<file path="src/rtl/stream_demux_pkg.sv">
// Shared constants and helpers for the stream demultiplexer.
package stream_demux_pkg;

   // Width of the optional out-of-range drop counter.
   localparam int unsigned DROP_CNT_W = 16;

   // LSB position of channel k inside a flattened N*w data bus.
   function automatic int unsigned chan_lsb(input int unsigned k, input int unsigned w);
      return k * w;
   endfunction

endpackage

</file>
<file path="src/rtl/stream_demux_slot.sv">
// One output slot: a data register plus a FULL/EMPTY valid bit.
// Load wins over drain, so a simultaneous drain+load keeps the slot full with the new beat.
module stream_demux_slot #(
   parameter int unsigned DATA_W = 8
) (
   input  logic              clk,
   input  logic              rst_n,
   input  logic              load,
   input  logic              drain,
   input  logic [DATA_W-1:0] load_data,
   output logic              valid,
   output logic [DATA_W-1:0] data
);

   logic              valid_d, valid_q;
   logic [DATA_W-1:0] data_d, data_q;

   // Next-state: load has priority, drain empties, data is kept on drain.
   always_comb begin
      valid_d = valid_q;
      data_d  = data_q;
      if (load) begin
         valid_d = 1'b1;
         data_d  = load_data;
      end else if (drain) begin
         valid_d = 1'b0;
      end
   end

   // Slot state register with asynchronous clear.
   always_ff @(posedge clk or negedge rst_n) begin
      if (!rst_n) begin
         valid_q <= 1'b0;
         data_q  <= '0;
      end else begin
         valid_q <= valid_d;
         data_q  <= data_d;
      end
   end

   assign valid = valid_q;
   assign data  = data_q;

endmodule

</file>
<file path="src/rtl/stream_demux.sv">
// Registered 1-to-N stream demultiplexer with per-channel back-pressure.
// Optional feature: define STREAM_DEMUX_DROP_CNT_EN to add a saturating drop_cnt output
// counting accepted beats whose in_sel is out of range.
module stream_demux
   import stream_demux_pkg::*;
#(
   parameter int unsigned N_OUT  = 4,
   parameter int unsigned DATA_W = 8,
   localparam int unsigned SEL_W = $clog2(N_OUT)
) (
   input  logic                    clk,
   input  logic                    rst_n,
   input  logic                    in_valid,
   output logic                    in_ready,
   input  logic [DATA_W-1:0]       in_data,
   input  logic [SEL_W-1:0]        in_sel,
   output logic [N_OUT-1:0]        out_valid,
   input  logic [N_OUT-1:0]        out_ready,
   output logic [N_OUT*DATA_W-1:0] out_data
`ifdef STREAM_DEMUX_DROP_CNT_EN
   ,
   output logic [DROP_CNT_W-1:0]   drop_cnt
`endif
);

   logic             sel_in_range;
   logic             accept;
   logic [N_OUT-1:0] load;

   assign sel_in_range = (32'(in_sel) < N_OUT);
   assign accept       = in_valid & in_ready;

   // Ready when the addressed slot is empty or draining; out-of-range beats are always taken.
   always_comb begin
      in_ready = 1'b0;
      if (!rst_n) begin
         in_ready = 1'b0;
      end else if (sel_in_range) begin
         in_ready = ~out_valid[in_sel] | out_ready[in_sel];
      end else begin
         in_ready = 1'b1;
      end
   end

   for (genvar k = 0; k < N_OUT; k++) begin : g_slot
      localparam int unsigned Lsb = chan_lsb(k, DATA_W);

      assign load[k] = accept & (in_sel == SEL_W'(k));

      stream_demux_slot #(
         .DATA_W (DATA_W)
      ) u_slot (
         .clk       (clk),
         .rst_n     (rst_n),
         .load      (load[k]),
         .drain     (out_ready[k]),
         .load_data (in_data),
         .valid     (out_valid[k]),
         .data      (out_data[Lsb +: DATA_W])
      );
   end

`ifdef STREAM_DEMUX_DROP_CNT_EN
   logic [DROP_CNT_W-1:0] drop_cnt_d, drop_cnt_q;

   // Count discarded beats, saturating at all-ones.
   always_comb begin
      drop_cnt_d = drop_cnt_q;
      if (accept && !sel_in_range && (drop_cnt_q != '1)) begin
         drop_cnt_d = drop_cnt_q + 1'b1;
      end
   end

   // Drop counter register.
   always_ff @(posedge clk or negedge rst_n) begin
      if (!rst_n) begin
         drop_cnt_q <= '0;
      end else begin
         drop_cnt_q <= drop_cnt_d;
      end
   end

   assign drop_cnt = drop_cnt_q;
`else
   // Out-of-range beats are accepted and silently discarded with no bookkeeping.
`endif

endmodule

</file>
<file path="config.mk">
export PLATFORM = sky130hd
export DESIGN_NAME = stream_demux
export DESIGN_NICKNAME = d
export VERILOG_FILES = /design/src/rtl/stream_demux_pkg.sv /design/src/rtl/stream_demux_slot.sv /design/src/rtl/stream_demux.sv
export SDC_FILE = /design/constraint.sdc
export NUM_CORES = 1
export LEC_CHECK = 0
export CAP_MARGIN = 15
export CORE_AREA = 2 2 78 80
export CTS_CLUSTER_SIZE = 10
export DETAILED_ROUTE_END_ITERATION = 16
export DIE_AREA = 0 0 80 82
export GPL_TIMING_DRIVEN = 1
export REMOVE_ABC_BUFFERS = 1
export SETUP_SLACK_MARGIN = 0.3
export SLEW_MARGIN = 20
export SYNTH_ARGS = -nofsm -noshare
export SYNTH_HDL_FRONTEND = slang
export SYNTH_SLANG_ARGS = --single-unit
</file>
<file path="constraint.sdc">
create_clock -name clk -period 2.1 [get_ports clk]
set_clock_uncertainty 0.2 [all_clocks]
set_input_delay 0.315 -clock clk [delete_from_list [all_inputs] [get_ports clk]]
set_output_delay 0.315 -clock clk [all_outputs]
set_load 0.005 [all_outputs]
</file>
### Yosys cells after proc, flatten, opt, wreduce, memory -nomap -nowiden

Index checks and enable logic that the tools add are counted.

* register bits after elaboration: 36
* output and inout bits: 37

* order comparisons: 1
* equal/unequal tests: 3
* mux-type cells: 13
* bitwise operators: 7
* reductions and logical operators: 5

Operator list (number)
* $mux 1: 11
* $reduce_bool 2->1: 4
* $and 1x1->1: 5
* $bmux 1 s2: 2
* $eq 2x2->1 const B: 2
* $lt 2x3->1 const B: 1
* $eq 2x1->1 const B: 1
* $logic_not 2->1: 1
* $not 1->1: 1
* $or 1x1->1: 1

### Depth between registers and ports, before layout

Gate-level depths: netlist of the first run.

* depth in word-level cells: 8
* depth in mapped cells: 4

### Hierarchy

From an unflattened synthesis of the first run, not the netlist that was laid out.

* cells, all modules: 97
* area, all modules: 1579.0 sq um

By module, submodules not included
* stream_demux_slot: instances 4, cells an instance 20, area an instance 369.1 sq um, sequential area each 225.2 sq um
* stream_demux: instances 1, cells an instance 17, area an instance 102.6 sq um, sequential area each 0.0 sq um

### Worst setup path before layout of the first run

No wires, ideal clock.

* path type: input to register
* from: input port in_sel[0]
* to: register g_slot[1].u_slot.data_q[0]
* arrival: 1.342 ns
* setup slack: 0.433 ns
* stages on the path: 4
* buffers on the path: 1
* cells stage by stage: buf_4 -> and3_4 -> nor3b_4 -> mux2_2

* word-level cells in the longest chain between the ends: 7
* elaborated cells between the ends (all ways): 10
* those cells by class: 1 x eq/ne; 5 x mux; 4 x bitwise

Ends and longest elaborated chain
* from (decl): RTL line stream_demux.sv:16 `input logic [SEL_W-1:0] in_sel,`
* $bmux 1 s2: RTL line stream_demux.sv:39 `in_ready = ~out_valid[in_sel] | out_ready[in_sel];`
* $mux 1 (implied by the code): RTL line stream_demux.sv:39
* $not 1->1: RTL line stream_demux.sv:39
* $or 1x1->1: RTL line stream_demux.sv:39
* $mux 1: RTL line stream_demux.sv:36 `if (!rst_n) begin`
* $and 1x1->1: RTL line stream_demux.sv:31 `assign accept = in_valid & in_ready;`
* $and 1x1->1 *: RTL line stream_demux.sv:48 `assign load[k] = accept & (in_sel == SEL_W'(k));`
* to (signal assigned): RTL line stream_demux_slot.sv:37 `data_q <= data_d;`
* to (decl): RTL line stream_demux_slot.sv:16 `logic [DATA_W-1:0] data_d, data_q;`

Mark *: on every way between the ends. The rest lies on a longest branch, timed or not. The select of a mux whose other input is x is not followed.
A chain may end at the register's enable or synchronous reset.

### Worst setup path in the final report of the first run

* from: input port out_ready[2]
* to: register g_slot[2].u_slot.data_q[1]

* word-level cells in the longest chain between the ends: 6

Ends and longest elaborated chain
* from (decl): RTL line stream_demux.sv:18 `input logic [N_OUT-1:0] out_ready,`
* $bmux 1 s2: RTL line stream_demux.sv:39
* $mux 1 (implied by the code): RTL line stream_demux.sv:39
* $or 1x1->1: RTL line stream_demux.sv:39
* $mux 1: RTL line stream_demux.sv:36
* $and 1x1->1: RTL line stream_demux.sv:31
* $and 1x1->1: RTL line stream_demux.sv:48
* to (signal assigned): RTL line stream_demux_slot.sv:37
* to (decl): RTL line stream_demux_slot.sv:16

Every way passes these cells. The select of a mux whose other input is x is not followed.

==> key figures, run 1 <==
Pwr
  – Total power: 1913 µW
  – Max IR drop VDD: 287.9 µV
  – Static Leak: 0.0009904 µW
  – PwrDens: 831.9 nW/µm²

Yosys
  – Synth unique cells: 20
  – Cells after Synth: 93
  – Post-Syn Area: 1456 µm²
  – Post-synthesis average cell area: 15.66 µm²
  – Seq/Total Area, Yosys: 0.6186
  – Post-synthesis register bit count: 36
  – Ys Warns: 0

Drt
  – WL/cell: 16.19 µm
  – Via density: 4.282
  – Drt first pass iters: 3
  – ANT nets after route: 0
  – Routed WL: 3.854 mm
  – DRC Markers: 0
  – Initial DRC count: 23
  – Vias: 1,019

Layout
  – P&R area growth vs syn: 57.90%
  – Fraction of layout cells with a size suffix above 1: 0.3742
  – Fin nets: 180
  – Final core occ: 0.4003
  – FILL cells: 551
  – Ant. Diodes: 0

Clock tree
  – Clock Latency Late Sink: 280 ps
  – CTS clk-pin slew, worst paths: 70 ps
  – CTS Root Cell: clkbuf_8
  – Clock Path Buffers: 2
  – Clock sink total: 36
  – Total CTS buffers: 5
  – Max H-tree Level: 2
  – CTS tree: yes

Global route
  – GR Overflow Total: 0
  – Largest net degree at the start of global routing: 18
  – First-pass GRT wire length: 5.851 mm
  – Initial antenna violation count: 0
  – Number of global-route vias before repair: 1,129
  – Global-route usage over all layers: 0.1222

Worst setup path
  – Critical path capture point type: flop
  – Worst EP arrival: 1740 ps
  – Critical path peak fanout: 8
  – Req. time, crit path: 2060 ps
  – Setup crit start: out_ready[2]
  – Startpoint types: input pin
  – CP Class: input pin to flop
  – Worst R2R Start: g_slot[1].u_slot.valid

Worst hold path
  – Hold WC Path Type: input pin to flop
  – Min-delay src: in_valid

Placement
  – Port bufs: 53
  – Gp weighted congestion: 0.7677

Floorplan
  – Row cnt: 28
  – Die area: 6560 µm²
  – Die Ht: 82 µm
  – Core ar.: 5746 µm²
  – Initial Util: 0.2535
  – Die width: 80 µm
  – I/O Pins: 54

Timing
  – Final number of setup-violating endpoints: 0
  – Setup TNS Final: 0 ps
  – Unrepaired setup endpoints after global routing: false
  – Final worst path period need: 1772 ps
  – Post-route clock period utilization: 0.8437
  – Fmax: 0.5644 GHz
  – Slew Viols, Final: 0
  – Tightest Pin Transition: 742.8 ps
  – Final Hold Vio Count: 0
  – Max-slew headroom: 0.5031

Run
  – Max cap viols: 0

Status
  – Status: complete, no violations
-- layer usage --
layer / global-route usage / wire, µm / vias up
li1: - / - / 467
met1: 0.1462 / 1616 / 505
met2: 0.2067 / 1970 / 41
met3: 0.04725 / 229 / 6
met4: 0.03220 / 37 / 0
met5: 0 / 0 / -
-- sequential cells by signal, summed over array words and instances (netlist names) --
| signal | cells |
|---|---|
| g_slot.u_slot.data | 32 |
| g_slot.u_slot.valid | 4 |
-- per-stage QoR --
step / hold WS (ps) / setup WS [ps] / cell area (µm²) / instances
2_1_floorplan: -180.6 / 530.9 / 1414 / 87
3_3_place_gp: -34.96 / -181.5 / 2148 / 227
3_5_place_dp: -29.31 / -226.6 / 2148 / 227
4_1_cts: 270.1 / 297.4 / 2280 / 238
5_1_grt: 289.8 / 277.7 / 2300 / 238
6_report: 257.1 / 328.2 / 2300 / 238
-- worst max-delay path, cell delays in order --
cell and delay [ps]:
clkdlybuf4s50_1 460, nand2b_1 130, buf_4 110, nor3b_4 210, buf_12 170, mux2_2 340
-- kinds of logic (layout without fill, tap and decap cells) --
group,after synthesis,count (layout),share of synthesized area
simple gates,15,15,0.08506
compound gates,3,3,0.01288
flops,36,36,0.6186
mux,33,33,0.2543
buf+inv,6,76,0.02921
-- worst paths after layout --
path	end	slack (ps)	cells past startpoint
min	g_slot[2].u_slot.valid	260	3
min in group asynchronous	g_slot[2].u_slot.data[5]	360	2
min reg2reg	g_slot[1].u_slot.data[2]	290	1
max reg2reg	g_slot[1].u_slot.data[4]	430	4
max	g_slot[2].u_slot.data[1]	330	6
max in group asynchronous	g_slot[3].u_slot.data[2]	530	3
-- report_power, final --
part | switching [µW] | internal (µW)
Combinational | 164 | 389
Clock | 220 | 225
Sequential | 77.4 | 837
Total | 462 | 1450
-- cell usage after synthesis --
| cell | instances | area [µm²] |
|---|---|---|
| nor2b_1 | 1 | 6.260 |
| o21ai_0 | 1 | 5.000 |
| nor2_1 | 1 | 3.750 |
| mux2_1 | 1 | 11.26 |
| and3_4 | 1 | 11.26 |
| nand4_1 | 1 | 6.260 |
| nor3b_4 | 2 | 37.54 |
| mux2i_1 | 1 | 10.01 |
| o311ai_0 | 1 | 8.760 |
| dfrtp_1 | 36 | 900.9 |
| nand2_1 | 2 | 7.510 |
| nand3_1 | 1 | 5.000 |
| buf_2 | 1 | 5.000 |
| or2_2 | 1 | 6.260 |
| mux2_2 | 31 | 349.1 |
| a21oi_1 | 1 | 5.000 |
| nand3_2 | 1 | 10.01 |
| buf_4 | 5 | 37.54 |
| nand2b_1 | 3 | 18.77 |
| nand4bb_1 | 1 | 11.26 |
-- cell type report --
cell class,count,area (µm²),area share
repair buffers,69,674.4,0.2933
multi-input cells,51,553.0,0.2405
clock buffers,6,72.57,0.03156
well taps,75,93.84,0.04081
flip-flops and latches,36,900.9,0.3917
clock inverters,1,5.005,0.002176
-- cells in the final DEF (no fill, tap or decap), drive strengths merged --
| cell type | instances |
|---|---|
| nand4bb | 1 |
| nand2 | 2 |
| or2 | 1 |
| and3 | 1 |
| mux2i | 1 |
| nor2b | 1 |
| nand4 | 1 |
| o21ai | 1 |
| nand3 | 2 |
| clkinv | 1 |
| o311ai | 1 |
| nor3b | 2 |
| dlymetal6s2s | 1 |
| nand2b | 3 |
| a21oi | 1 |
| dlygate4sd2 | 3 |
| clkbuf | 7 |
| clkdlybuf4s50 | 46 |
| nor2 | 1 |
| buf | 15 |
| mux2 | 32 |
| dfrtp | 36 |
| dlygate4sd3 | 3 |
-- timing repair --
| item | CTS | global route |
|---|---|---|
| gates resized for setup | 13 | 6 |
| pin swaps | 2 | 1 |
| hold endpoints to repair | 36 | 0 |
| endpoints found under the setup margin | 25 | 10 |
| buffers inserted | 1 | 0 |
| hold buffers | 3 | 0 |
Power figures use the tool's default switching activity.
==> inputs of run 2 (changes only) <==
==> constraint.sdc (replaced) <==
create_clock -name clk -period 1.45 [get_ports clk]
set_clock_uncertainty 0.2 [all_clocks]
set_input_delay 0.2175 -clock clk [delete_from_list [all_inputs] [get_ports clk]]
set_output_delay 0.2175 -clock clk [all_outputs]
set_load 0.005 [all_outputs]
==> run 2 against run 1 <==
Net effect:
- the flow now finishes with violations (setup timing)
- non-clock buffer count grew 21
- register-to-register slack lost 570 ps
- combinational power grew 54%
- critical endpoint is now in_ready
==> key figures, run 2 (same netlist as run 1, synthesis figures left out) <==
Clock tree
  – CTS Root Cell: clkbuf_8
  – Clock sink total: 36 (unchanged)
  – Clock Latency Late Sink: 280 ps (about the same)
  – Clock Path Buffers: 2 (unchanged)
  – Total CTS buffers: 5 (unchanged)
  – Max H-tree Level: 2 (unchanged)
  – CTS tree: yes
  – CTS clk-pin slew, worst paths: 70 ps (about the same)

Global route
  – First-pass GRT wire length: 5.837 mm (-0.24%)
  – Initial antenna violation count: 0 (unchanged)
  – Global-route usage over all layers: 0.1201 (-0.002173)
  – Largest net degree at the start of global routing: 22 (+4)
  – GR Overflow Total: 0 (unchanged)
  – Number of global-route vias before repair: 1,124 (-0.44%)

Worst setup path
  – Startpoint types: flop
  – Delay-heaviest family, CP: flip-flops
  – Critical path capture point type: primary output
  – Slowest stage delay, CP: 400 ps (-60 ps)
  – CP Class: flop to primary output
  – Req. time, crit path: 1030 ps (-1030 ps)
  – Crit path cell chain: nand4bb_1 > o311ai_2 > a21oi_1 > buf_2
  – Critical path peak fanout: 3 (-5)
  – Worst path slowest cell: dfrtp_1
  – Bufs and invs on worst path: 1 (-2)
  – Worst EP arrival: 1180 ps (-560 ps)

Pwr
  – Static Leak: 0.001223 µW (+24%)
  – Max IR drop VDD: 398.2 µV (+38%)
  – Pint: 2160 µW (+49%)
  – P_sw: 724.3 µW (+57%)
  – Power share of the combinational group: 0.295 (+0.006)
  – PwrDens: 1187 nW/µm² (+43%)
  – Clk network pwr share: 0.248 (+0.015)
  – Net Sw Frac: 0.2511 (+0.009687)
  – Sequential share of power: 0.457 (-0.021)

Placement
  – Placed cell count: 230 (+1.3%)
  – Port bufs: 53 (unchanged)
  – DP HPWL: 2.606 mm
  – Gp weighted congestion: 0.7980 (+3.9%)

Timing
  – Final number of setup-violating endpoints: 32 (+32)
  – Final worst path period need: 1595 ps
  – Tightest Pin Transition: 264.3 ps (-478.6 ps)
  – Setup TNS Final: -2711 ps (-2711 ps)
  – Unrepaired setup endpoints after global routing: true
  – Fmax: 0.6269 GHz
  – Max-slew headroom: 0.8238 (+0.3207)
  – Final WS setup: -145.1 ps (-473.4 ps)
  – Slew Viols, Final: 0 (unchanged)
  – Final Hold Vio Count: 0 (unchanged)
  – Post-route clock period utilization: 1.100

Layout
  – P&R area growth vs syn: 66.84%
  – FILL cells: 542 (-1.6%)
  – Fin nets: 201 (+12%)
  – Commonest non-fill, non-tap cell in the layout: buf_2
  – Fraction of layout cells with a size suffix above 1: 0.6865 (+0.3123)
  – Finished Layout Cells: 260 (+9.2%)
  – Commonest cells after routing, fill and taps aside: 38 x buf_2, 36 x dfrtp_1, 26 x buf_4
  – Ant. Diodes: 0 (unchanged)
  – Number of flip-flops in the largest register: 32 (unchanged)

Drt
  – Routed WL: 3.910 mm (+1.5%)
  – Via density: 4.296 (+0.34%)
  – Initial DRC count: 69 (+200%)
  – ANT nets after route: 0 (unchanged)
  – Drt first pass iters: 5 (+2)
  – DRC Markers: 0 (unchanged)
  – WL/cell: 15.04 µm (-7.1%)
  – Vias: 1,117 (+9.6%)

Floorplan
  – Die area: 6560 µm² (unchanged)
  – Row cnt: 28 (unchanged)
  – I/O Pins: 54 (unchanged)
  – Die Ht: 82 µm (unchanged)
  – Core ar.: 5746 µm² (unchanged)
  – Initial Util: 0.2535 (unchanged)
  – Die width: 80 µm (unchanged)

Worst hold path
  – Hold WC Path Type: input pin to flop

Status
  – Status: finished, violations left
  – Failing checks: setup timing

Run
  – Max cap viols: 0 (unchanged)
run 2: cell count changes in the layout (fill, tap and decap cells not counted), moves of 2 or more:
cell | before | now
mux2_2 | 31 | 9
dlygate4sd3_1 | 3 | 1
dlygate4sd2_1 | 3 | 6
buf_2 | 2 | 38
nand2_1 | 2 | 0
buf_4 | 9 | 26
mux2_4 | 0 | 23
buf_6 | 2 | 7
nand2_2 | 0 | 2
clkdlybuf4s50_1 | 46 | 8
run 2: worst paths after layout:
path | startpoint | end | slack (ps) | cells past startpoint
worst max-delay path | g_slot[1].u_slot.valid | in_ready | -150 | 4
worst min-delay path | rst_n | g_slot[2].u_slot.valid | 160 | 3
worst max register to register | g_slot[0].u_slot.valid | g_slot[0].u_slot.data[4] | -140 | 6
worst min register to register | g_slot[1].u_slot.data[7] | g_slot[1].u_slot.data[7] | 300 | 1
max in group asynchronous | rst_n | g_slot[2].u_slot.data[5] | 420 | 3
min in group asynchronous | rst_n | g_slot[2].u_slot.valid | 380 | 3
run 2: power by group through the flow:
stage	combinational, µW	clock, µW	sequential (µW)
finish	850	716	1320
global route	920	792	1340
CTS	767	752	1320
detailed placement	798	0	1340
global placement	775	0	1330
floorplan	205	0	1340
run 2: through the flow:
step	util	cell area (µm²)	hold WS (ps)	total power, µW	worst slack [ps]
after floorplan	-	1414	-278.1	1549	-119.1
after global placement	0.3778	2171	43.80	2108	-628.6
after detailed placement	0.3778	2171	57.13	2138	-724.4
after CTS	0.4068	2337	149.4	2835	-169.8
after global routing	0.4229	2430	155.2	3054	-219.1
final	0.4229	2430	161.1	2884	-145.1
run 2: layout make-up:
type                       instances  area, µm²  share of cell area
clock buffer                       6      82.58             0.03399
clock inverter                     2      10.01            0.004119
multi-input combinational         51      651.9              0.2683
sequential                        36      900.9              0.3708
tap                               75      93.84             0.03862
timing repair buffer              90      690.7              0.2842
run 2: layer usage:
| layer | part of all wire | global-route usage |
|---|---|---|
| met2 | 0.48 | 0.1933 |
| met5 | 0 | 0 |
| met4 | 0.0064 | 0.04068 |
| met3 | 0.070 | 0.03736 |
| met1 | 0.45 | 0.1537 |
run 2: worst register-to-register path, delay by kind of cell, from the launching register on:
family / cells / cell delay, ps
buffers and inverters: 3 / 390
multiplexers: 1 / 260
flip-flops: 1 / 410
AND/OR/NAND/NOR: 2 / 210
run 2: repair_timing:
| item | 4_1_cts | 5_1_grt |
|---|---|---|
| resized for setup | 191 | 7 |
| cloned | 1 | 0 |
| endpoints found under the setup margin | 72 | 72 |
| pin swaps | 4 | 1 |
| endpoints found under the hold margin | 36 | 0 |
| buffers inserted | 11 | 9 |
| hold buffers | 1 | 0 |
==> edit (settings of run 1) <==
Take the reset off `data_q` and load it in a clocked block of its own.
--- a/src/rtl/stream_demux_slot.sv
+++ b/src/rtl/stream_demux_slot.sv
@@ -32,9 +32,11 @@
       if (!rst_n) begin
          valid_q <= 1'b0;
-         data_q  <= '0;
       end else begin
          valid_q <= valid_d;
-         data_q  <= data_d;
       end
+   end
+
+   always_ff @(posedge clk) begin
+      data_q <= data_d;
    end
 
Function: differs if rst_n is asserted again (counterexample within 4 cycles, from zero or initial values and one cycle with rst_n low); with rst_n held inactive, the same outputs for 10 cycles.
==> edit against run 1 <==
- via count shrank 21%
- setup slack lost 0.046 ns
- register-to-register slack gained 0.03 ns
- synthesized area shrank 15%
- design area shrank 12%
- synthesized cell count shrank 30%
- routed wire length shrank 28%
- non-clock buffer count shrank 4
- sequential cell count is the same
- critical path type is now register to primary output
- critical endpoint is now in_ready
- largest cell class unchanged
Power is not compared: it rests on default switching activity, and its combinational part moved more than twofold at a synthesized area within 25%.
==> edit: results (changes against run 1) <==
Final GP Congestion=0.682 (was 0.768); largest net degree at the start of global routing=12 (was 18); Worst R2R Path Depth=4 (unchanged); Data arrival, critical path=1.30 ns (was 1.74 ns); diode count=0 (unchanged); M1 WL=1020 um (was 1620 um); CP max-delay cell=dfrtp_1 (was clkdlybuf4s50_1); cells after synthesis=65 (was 93); share of cells above drive strength 1=17.9% (was 37.4%); status=completed (unchanged); worst flop-to-flop path endpoint=g_slot[0].u_slot.data[4] (was g_slot[1].u_slot.data[4]); crit path to=in_ready (was g_slot[2].u_slot.data[1]); number of fill cells=574 (was 551); Max FO, Critical Path=4 (was 8); reg-to-reg critical path startpoint=g_slot[0].u_slot.valid (was g_slot[1].u_slot.valid); met1 GRT Util=9.29% (was 14.6%); total track usage=9.22% (was 12.2%); dpl cell area=0.00192 mm2 (was 0.00215 mm2); met3 Resource Use GR=4.18% (was 4.73%); Internal=1.13 mW; Slew headroom=81.8% (was 50.3%); design area=0.00202 mm2 (was 0.00230 mm2); first-pass GRT wire length=4340 um (was 5850 um); Post-Layout Cell Count=209 (was 238); Ys Warns=0 (unchanged); Largest stage delay, worst path=0.41 ns (was 0.46 ns); Pre-antenna DRT Iters=3 (unchanged); met3 routed WL=220 um (was 229 um); vias in the first global route=880 (was 1129); reg2reg setup slack=0.46 ns (was 0.43 ns); origin of the worst setup path=g_slot[3].u_slot.valid (was out_ready[2]); Inst Count DP=200 (was 227); PostCTS Resize Cnt=12 (was 13); Min Hold Slack=0.131 ns (was 0.257 ns); 1st-iter DRT viols=12 (was 23); grt met2 use=17.2% (was 20.7%); via/cell ratio=3.87 (was 4.28); sequential cell power=0.803 mW; WL/cell=13.3 um (was 16.2 um); met2 wire length=1540 um (was 1970 um); max reg flops=32 (unchanged); top post-synthesis cells by area=edfxtp_1, dfrtp_1, buf_4, nor2b_1, nand2_1 (was dfrtp_1, mux2_2, buf_4, nor3b_4, nand2b_1); Post-synth EDFFs=32 (was 0); worst hold path type=input pin to async pin (was input pin to register); Post-synth top flop=edfxtp_1 (was dfrtp_1); pre-CTS setup slack=-0.284 ns (was -0.227 ns); Max Fclk=550 MHz (was 564 MHz); async set-reset flop share out of synthesis=11.1% (was 100%); most instantiated cells after synthesis=edfxtp_1, buf_4, dfrtp_1, nand2_1, nor2b_1 (was dfrtp_1, mux2_2, buf_4, nand2b_1); Distinct cells, synth=21 (was 20); sequential-to-total area share from yosys stat=86.0% (was 61.9%); port buffer count=53 (unchanged); final net count=150 (was 180)
[edit: cell types whose count changed after synthesis, sizes merged, moves of 2 or more]
cell | before | now
mux2 | 32 | 0
dfrtp | 36 | 4
inv | 0 | 2
edfxtp | 0 | 32
nand2b | 3 | 1
buf | 6 | 4
nor2b | 1 | 3
[edit: layout make-up]
type | instances | area share [%]
sequential | 36 | 52.4
timing repair buffer | 65 | 30.3
multi-input combinational | 23 | 7.60
tap | 75 | 4.64
clock buffer | 7 | 4.26
clock inverter | 1 | 0.371
inverter | 2 | 0.371
[edit: critical path, delay by kind of cell (launching register included)]
kind	cells	cell delay, ns
flip-flops	1	0.41
AND/OR/NAND/NOR	2	0.38
AO/OA/AOI/OAI	1	0.12
buffers and inverters	1	0.11
[edit: kinds of logic after synthesis]
family	synth area share (%)
buffers and inverters	3.04
flip-flops	86.0
AO/OA/AOI/OAI	2.53
AND/OR/NAND/NOR	8.42
